<file path="config.mk">
export PLATFORM = sky130hd
export DESIGN_NAME = spi_slave
export DESIGN_NICKNAME = d
export VERILOG_FILES = /design/src/rtl/spi_slave.sv
export SDC_FILE = /design/constraint.sdc
export NUM_CORES = 1
export LEC_CHECK = 0
export CORE_MARGIN = 2
export CORE_UTILIZATION = 54
export CTS_BUF_LIST = sky130_fd_sc_hd__clkbuf_16
export DETAILED_ROUTE_END_ITERATION = 8
export PLACE_DENSITY = 0.82
export SYNTH_ARGS = -nofsm -noshare
export SYNTH_HDL_FRONTEND = slang
export SYNTH_SLANG_ARGS = --single-unit
</file>
<file path="constraint.sdc">
create_clock -name clk -period 1.9 [get_ports clk]
set_input_delay 0.38 -clock clk [delete_from_list [all_inputs] [get_ports clk]]
set_output_delay 0.38 -clock clk [all_outputs]
set_load 0.01 [all_outputs]
</file>
<file path="src/rtl/spi_slave.sv">
// SPI slave with oversampled pins, all four cpol/cpha modes, per-frame bit order
// and a single-word TX holding buffer with a word-level RX/TX handshake.
module spi_slave #(
   parameter int NBITS = 8
) (
   input  logic             clk,
   input  logic             reset,
   input  logic             sclk,
   input  logic             cs_n,
   input  logic             mosi,
   output logic             miso,
   output logic             miso_oe,
   input  logic             cpol,
   input  logic             cpha,
   input  logic             lsb_first,
   input  logic [NBITS-1:0] tx_data,
   input  logic             tx_load,
   output logic             tx_ready,
   output logic [NBITS-1:0] rx_data,
   output logic             rx_valid,
   output logic             tx_underrun,
   output logic             busy
);

   localparam int CNT_W = (NBITS > 1) ? $clog2(NBITS) : 1;
   localparam logic [CNT_W-1:0] LAST_BIT = CNT_W'(NBITS - 1);

   typedef enum logic {IDLE, ACTIVE} state_t;

   state_t state_q, state_d;

   logic sclk_m, sclk_s, sclk_h;
   logic cs_m, cs_s, cs_h;
   logic mosi_m, mosi_s;

   logic cpol_q, cpha_q, lsb_q;
   logic load_pending;
   logic word_done;
   logic [CNT_W-1:0] bit_cnt;
   logic [NBITS-1:0] tx_shift, rx_shift, tx_buf;

   logic sclk_edge, leading_edge, trailing_edge, shift_edge, sample_edge;
   logic cs_fall, cs_rise;
   logic start_frame, load_now, shift_now, sample_now, last_sample;
   logic out_bit;

   // NOTE: every clocked block uses non-blocking assignments so all registers
   // update from the same pre-edge values and the synchronizer chain shifts correctly.
   always_ff @(posedge clk or negedge reset) begin
      if (!reset) begin
         sclk_m <= 1'b0;
         sclk_s <= 1'b0;
         sclk_h <= 1'b0;
         cs_m   <= 1'b1;
         cs_s   <= 1'b1;
         cs_h   <= 1'b1;
         mosi_m <= 1'b0;
         mosi_s <= 1'b0;
      end else begin
         sclk_m <= sclk;
         sclk_s <= sclk_m;
         sclk_h <= sclk_s;
         cs_m   <= cs_n;
         cs_s   <= cs_m;
         cs_h   <= cs_s;
         mosi_m <= mosi;
         mosi_s <= mosi_m;
      end
   end

   // Leading edge moves sclk away from the idle level latched at frame start.
   assign sclk_edge     = sclk_s ^ sclk_h;
   assign leading_edge  = sclk_edge && (sclk_s != cpol_q);
   assign trailing_edge = sclk_edge && (sclk_s == cpol_q);
   assign shift_edge    = cpha_q ? leading_edge  : trailing_edge;
   assign sample_edge   = cpha_q ? trailing_edge : leading_edge;
   assign cs_fall       = cs_h & ~cs_s;
   assign cs_rise       = ~cs_h & cs_s;

   always_ff @(posedge clk or negedge reset) begin
      if (!reset) state_q <= IDLE;
      else        state_q <= state_d;
   end

   // NOTE: every output of this block gets a default first, so no path
   // through the case leaves a signal unassigned and no latch is inferred.
   always_comb begin
      state_d     = state_q;
      start_frame = 1'b0;
      load_now    = 1'b0;
      shift_now   = 1'b0;
      sample_now  = 1'b0;
      case (state_q)
         IDLE: begin
            if (cs_fall) begin
               state_d     = ACTIVE;
               start_frame = 1'b1;
               load_now    = ~cpha;
            end
         end
         ACTIVE: begin
            if (cs_rise) begin
               state_d = IDLE;
            end else begin
               if (shift_edge) begin
                  if (load_pending) load_now  = 1'b1;
                  else              shift_now = 1'b1;
               end
               sample_now = sample_edge;
            end
         end
         default: state_d = IDLE;
      endcase
   end

   assign last_sample = sample_now && (bit_cnt == LAST_BIT);

   always_ff @(posedge clk or negedge reset) begin
      if (!reset) begin
         cpol_q       <= 1'b0;
         cpha_q       <= 1'b0;
         lsb_q        <= 1'b0;
         bit_cnt      <= '0;
         load_pending <= 1'b0;
      end else begin
         if (start_frame) begin
            cpol_q <= cpol;
            cpha_q <= cpha;
            lsb_q  <= lsb_first;
         end

         if (start_frame || last_sample) bit_cnt <= '0;
         else if (sample_now)            bit_cnt <= bit_cnt + 1'b1;

         // A word boundary arms a reload; leaving the frame drops it.
         if (start_frame)          load_pending <= cpha;
         else if (state_d == IDLE) load_pending <= 1'b0;
         else if (last_sample)     load_pending <= 1'b1;
         else if (load_now)        load_pending <= 1'b0;
      end
   end

   // Holding buffer: a same-cycle tx_load wins over the shifter consuming it.
   always_ff @(posedge clk or negedge reset) begin
      if (!reset) begin
         tx_buf      <= '0;
         tx_ready    <= 1'b1;
         tx_underrun <= 1'b0;
         tx_shift    <= '0;
      end else begin
         if (tx_load) begin
            tx_buf   <= tx_data;
            tx_ready <= 1'b0;
         end else if (load_now) begin
            tx_ready <= 1'b1;
         end
         tx_underrun <= load_now && tx_ready && !tx_load;

         if (load_now)       tx_shift <= tx_buf;
         else if (shift_now) tx_shift <= lsb_q ? {1'b0, tx_shift[NBITS-1:1]}
                                               : {tx_shift[NBITS-2:0], 1'b0};
      end
   end

   assign out_bit = lsb_q ? tx_shift[0] : tx_shift[NBITS-1];

   always_ff @(posedge clk or negedge reset) begin
      if (!reset) begin
         rx_shift  <= '0;
         word_done <= 1'b0;
         rx_data   <= '0;
         rx_valid  <= 1'b0;
         miso      <= 1'b0;
      end else begin
         if (sample_now) rx_shift <= lsb_q ? {mosi_s, rx_shift[NBITS-1:1]}
                                           : {rx_shift[NBITS-2:0], mosi_s};
         word_done <= last_sample;
         rx_valid  <= word_done;
         if (word_done) rx_data <= rx_shift;
         miso <= (state_q == ACTIVE) ? out_bit : 1'b0;
      end
   end

   assign miso_oe = (state_q == ACTIVE);
   assign busy    = (state_q == ACTIVE);

endmodule
</file>
==> summary.txt <==
Hold path
  – Hold Path Class: in2async

Yosys
  – Synth Warn #: 0
  – Syn_nets: between 150 and 200
  – Largest cells by area after synthesis: dfrtp_1 (55%), mux2_2 (8.5%), mux2i_1 (8.5%), dfstp_2 (4.7%), a21oi_1 (4.5%)
  – Post-synth top flop: dfrtp_1
  – Synth Area per Inst: 13.1 sq um
  – Post-synth EDFFs: 0
  – Yosys top cell by area: dfrtp_1
  – Synthesized flop and latch total: 53
  – Seq/Total Area, Yosys: 0.593
  – Synth async-reset ratio: 1.00
  – Synth cell types: 32
  – Share of the synthesized area in the top cell type: 0.546
  – Synthesized area: approximately 2200 sq um
  – Post-synthesis cell count: roughly 170

Final layout
  – Highest-count cells in the layout ignoring fill and taps: dfrtp_1 (49), clkdlybuf4s50_1 (29), a21oi_1 (20)
  – Design area: approximately 2800 sq um
  – Post-layout nets: 227
  – # fillers: around 270
  – Final core occ: 0.706
  – Layout cell share with drive strength beyond 1: 0.211
  – Area Growth Syn to Fin: 25.8%
  – ANT cells: 0
  – Commonest non-fill, non-tap cell in the layout: dfrtp_1
  – Cell Count, Final, Fillers Out: roughly 260

Power and ir drop
  – Pleak: about 1.3 nW
  – PD cells: roughly 1300 nW/um^2
  – Worst ir drop on vdd: about 0.66 mV

Critical path
  – CP Class: reg2out
  – Critical-path cell list: clkdlybuf4s50_1
  – CP arrival: 1350 ps
  – Crit path required time: about 1500 ps
  – WP depth: 1
  – Crit-path slowest cell: dfstp_2
  – CP Launch Type: register
  – Critical Path Fanout Max: 3
  – Slowest stage delay, CP: between 500 and 600 ps
  – Crit. End Element: output pin
  – CP top delay family: flip-flops
  – R2R Setup Slk: approximately 210 ps
  – Buf+Inv Stages, Crit Path: 1
  – Depth of the worst register-to-register path: 5

STA
  – Setup violators final: 0
  – Relative slew margins: 0.690
  – Max Clk Rate: just under 600 MHz
  – Final period util: 0.911
  – Final setup skew: between 2 and 3 ps
  – Post-Route Setup TNS: 0 ps
  – Slew Limit Fails: 0
  – RSZ-0062 raised after global routing: false
  – Count of final hold-check violations: 0
  – Slew @ Worst Pin: between 400 and 500 ps
  – Worst setup margin: approximately 170 ps
  – Final min period: 1730 ps

Floorplanning
  – FP Rows: 23
  – IO Count: 31
  – Core area: ~4000 sq um
  – Initial Util: 0.561
  – Die height: about 70 um
  – Die area: 4690 sq um
  – Chip width: roughly 68 um

CTS
  – Worst-path clk slew: roughly 60 ps
  – CTS tree: built
  – Hold Buf Count CTS: 0
  – Clock Path Buffers: 2
  – CTS buffer count: 5
  – CTS H-tree depth: 2
  – Clock Latency Late Sink: around 290 ps
  – Root Buffer: clkbuf_16
  – Total clock sinks: 53

Detailed routing
  – Drt pass-1 iters: 4
  – DRC: 0
  – Starting DRT DRC Count: ~140
  – Via density: 5.90
  – Final WL: about 4.3 mm
  – Wire per inst: about 17 um
  – Vias: 1527
  – DRT antenna net count: 0

Placed design
  – Placed cells: between 200 and 300
  – IO Port Bufs: 30
  – Placer congestion estimate: 0.780
  – Detailed Place HPWL: slightly above 3 mm
  – Placed cell area: around 2600 sq um
  – Pre-CTS setup slack: around 110 ps

Global route
  – Largest net degree at the start of global routing: 34
  – Initial antenna violation count: 0
  – Global Route Usage Sum: 0.217
  – Vias in the first global route: 1541
  – Grt total ovfl: 0
  – First-pass GRT wire length: approximately 7.3 mm

Outcome
  – Outcome: finished clean

Job
  – Max-cap viol count: 0
-- area by class of cell --
type,count,area (sq um),share of cell area
Sequential cell,53,1330,0.472
Multi-Input combinational cell,104,845,0.299
Timing Repair Buffer,39,375,0.133
Clock buffer,5,125,0.0443
Clock inverter,3,65.1,0.0230
Tap cell,50,62.6,0.0222
Inverter,5,18.8,0.00665
-- synthesized netlist by cell type (all sizes together), types with 2 or more instances --
master	number
dfrtp	49
a21oi	20
mux2i	19
mux2	17
a221o	6
nor4	6
o21ai	6
buf	5
clkbuf	5
inv	5
nand2b	5
dfstp	4
nor2b	4
nand2	3
a222oi	2
ha	2
nand4b	2
-- registers in the layout, indices dropped and copies added (netlist names), 3 cells and up --
name	cells
rx_data	8
rx_shift	8
tx_buf	8
tx_shift	8
bit_cnt	3
-- power breakdown --
group | switching (W) | internal (W) | leakage (nW) | total [W]
clock | 0.000388 | 0.000752 | 0.0938 | 0.00114
combinational | 0.000374 | 0.000419 | 0.533 | 0.000793
sequential | 0.000239 | 0.00137 | 0.644 | 0.00161
-- per-layer routing --
layer,GRT usage,wire length [um],share of wire
met1,0.276,1860,0.43
met4,0.0950,59,0.014
met5,0,0,0
met2,0.355,2220,0.51
met3,0.0493,200,0.046
-- worst paths after layout --
kind / end / start
hold reg to reg: mosi_s / mosi_m
setup / recovery: tx_ready / tx_ready
setup reg to reg: tx_shift[2] / cpol_q
min in group clk: mosi_s / mosi_m
max in group asynchronous: tx_ready / reset
hold / removal: tx_buf[2] / reset
-- through the flow --
step	power [W]	hold WS, ps
after global placement	0.00233	334
after detailed placement	0.00241	336
after floorplan	0.00211	84.4
after CTS	0.00356	46.8
after global routing	0.00373	63.6
final	0.00354	34.7
-- worst reg2reg max path, cell delays in order (launching register included) --
cell,delay (ps)
dfrtp_1,430
xor2_2,250
mux2i_1,320
a21oi_1,110
buf_4,170
a221o_1,300
-- timing repair --
action / in CTS / in global routing
endpoints found under the setup margin: 0 / 1
resized for setup: 0 / 1
setup buffers: 0 / 0
-- cells by family after synthesis --
| kind of cell | count (synthesis) | synth area share |
|---|---|---|
| flops | 53 | 0.593 |
| xor+xnor | 2 | 0.0112 |
| buf+inv | 15 | 0.0307 |
| compound gates | 38 | 0.109 |
| fa+ha+maj | 2 | 0.0111 |
| simple gates | 26 | 0.0747 |
| mux | 36 | 0.170 |
(Power assumes the default switching activity.)
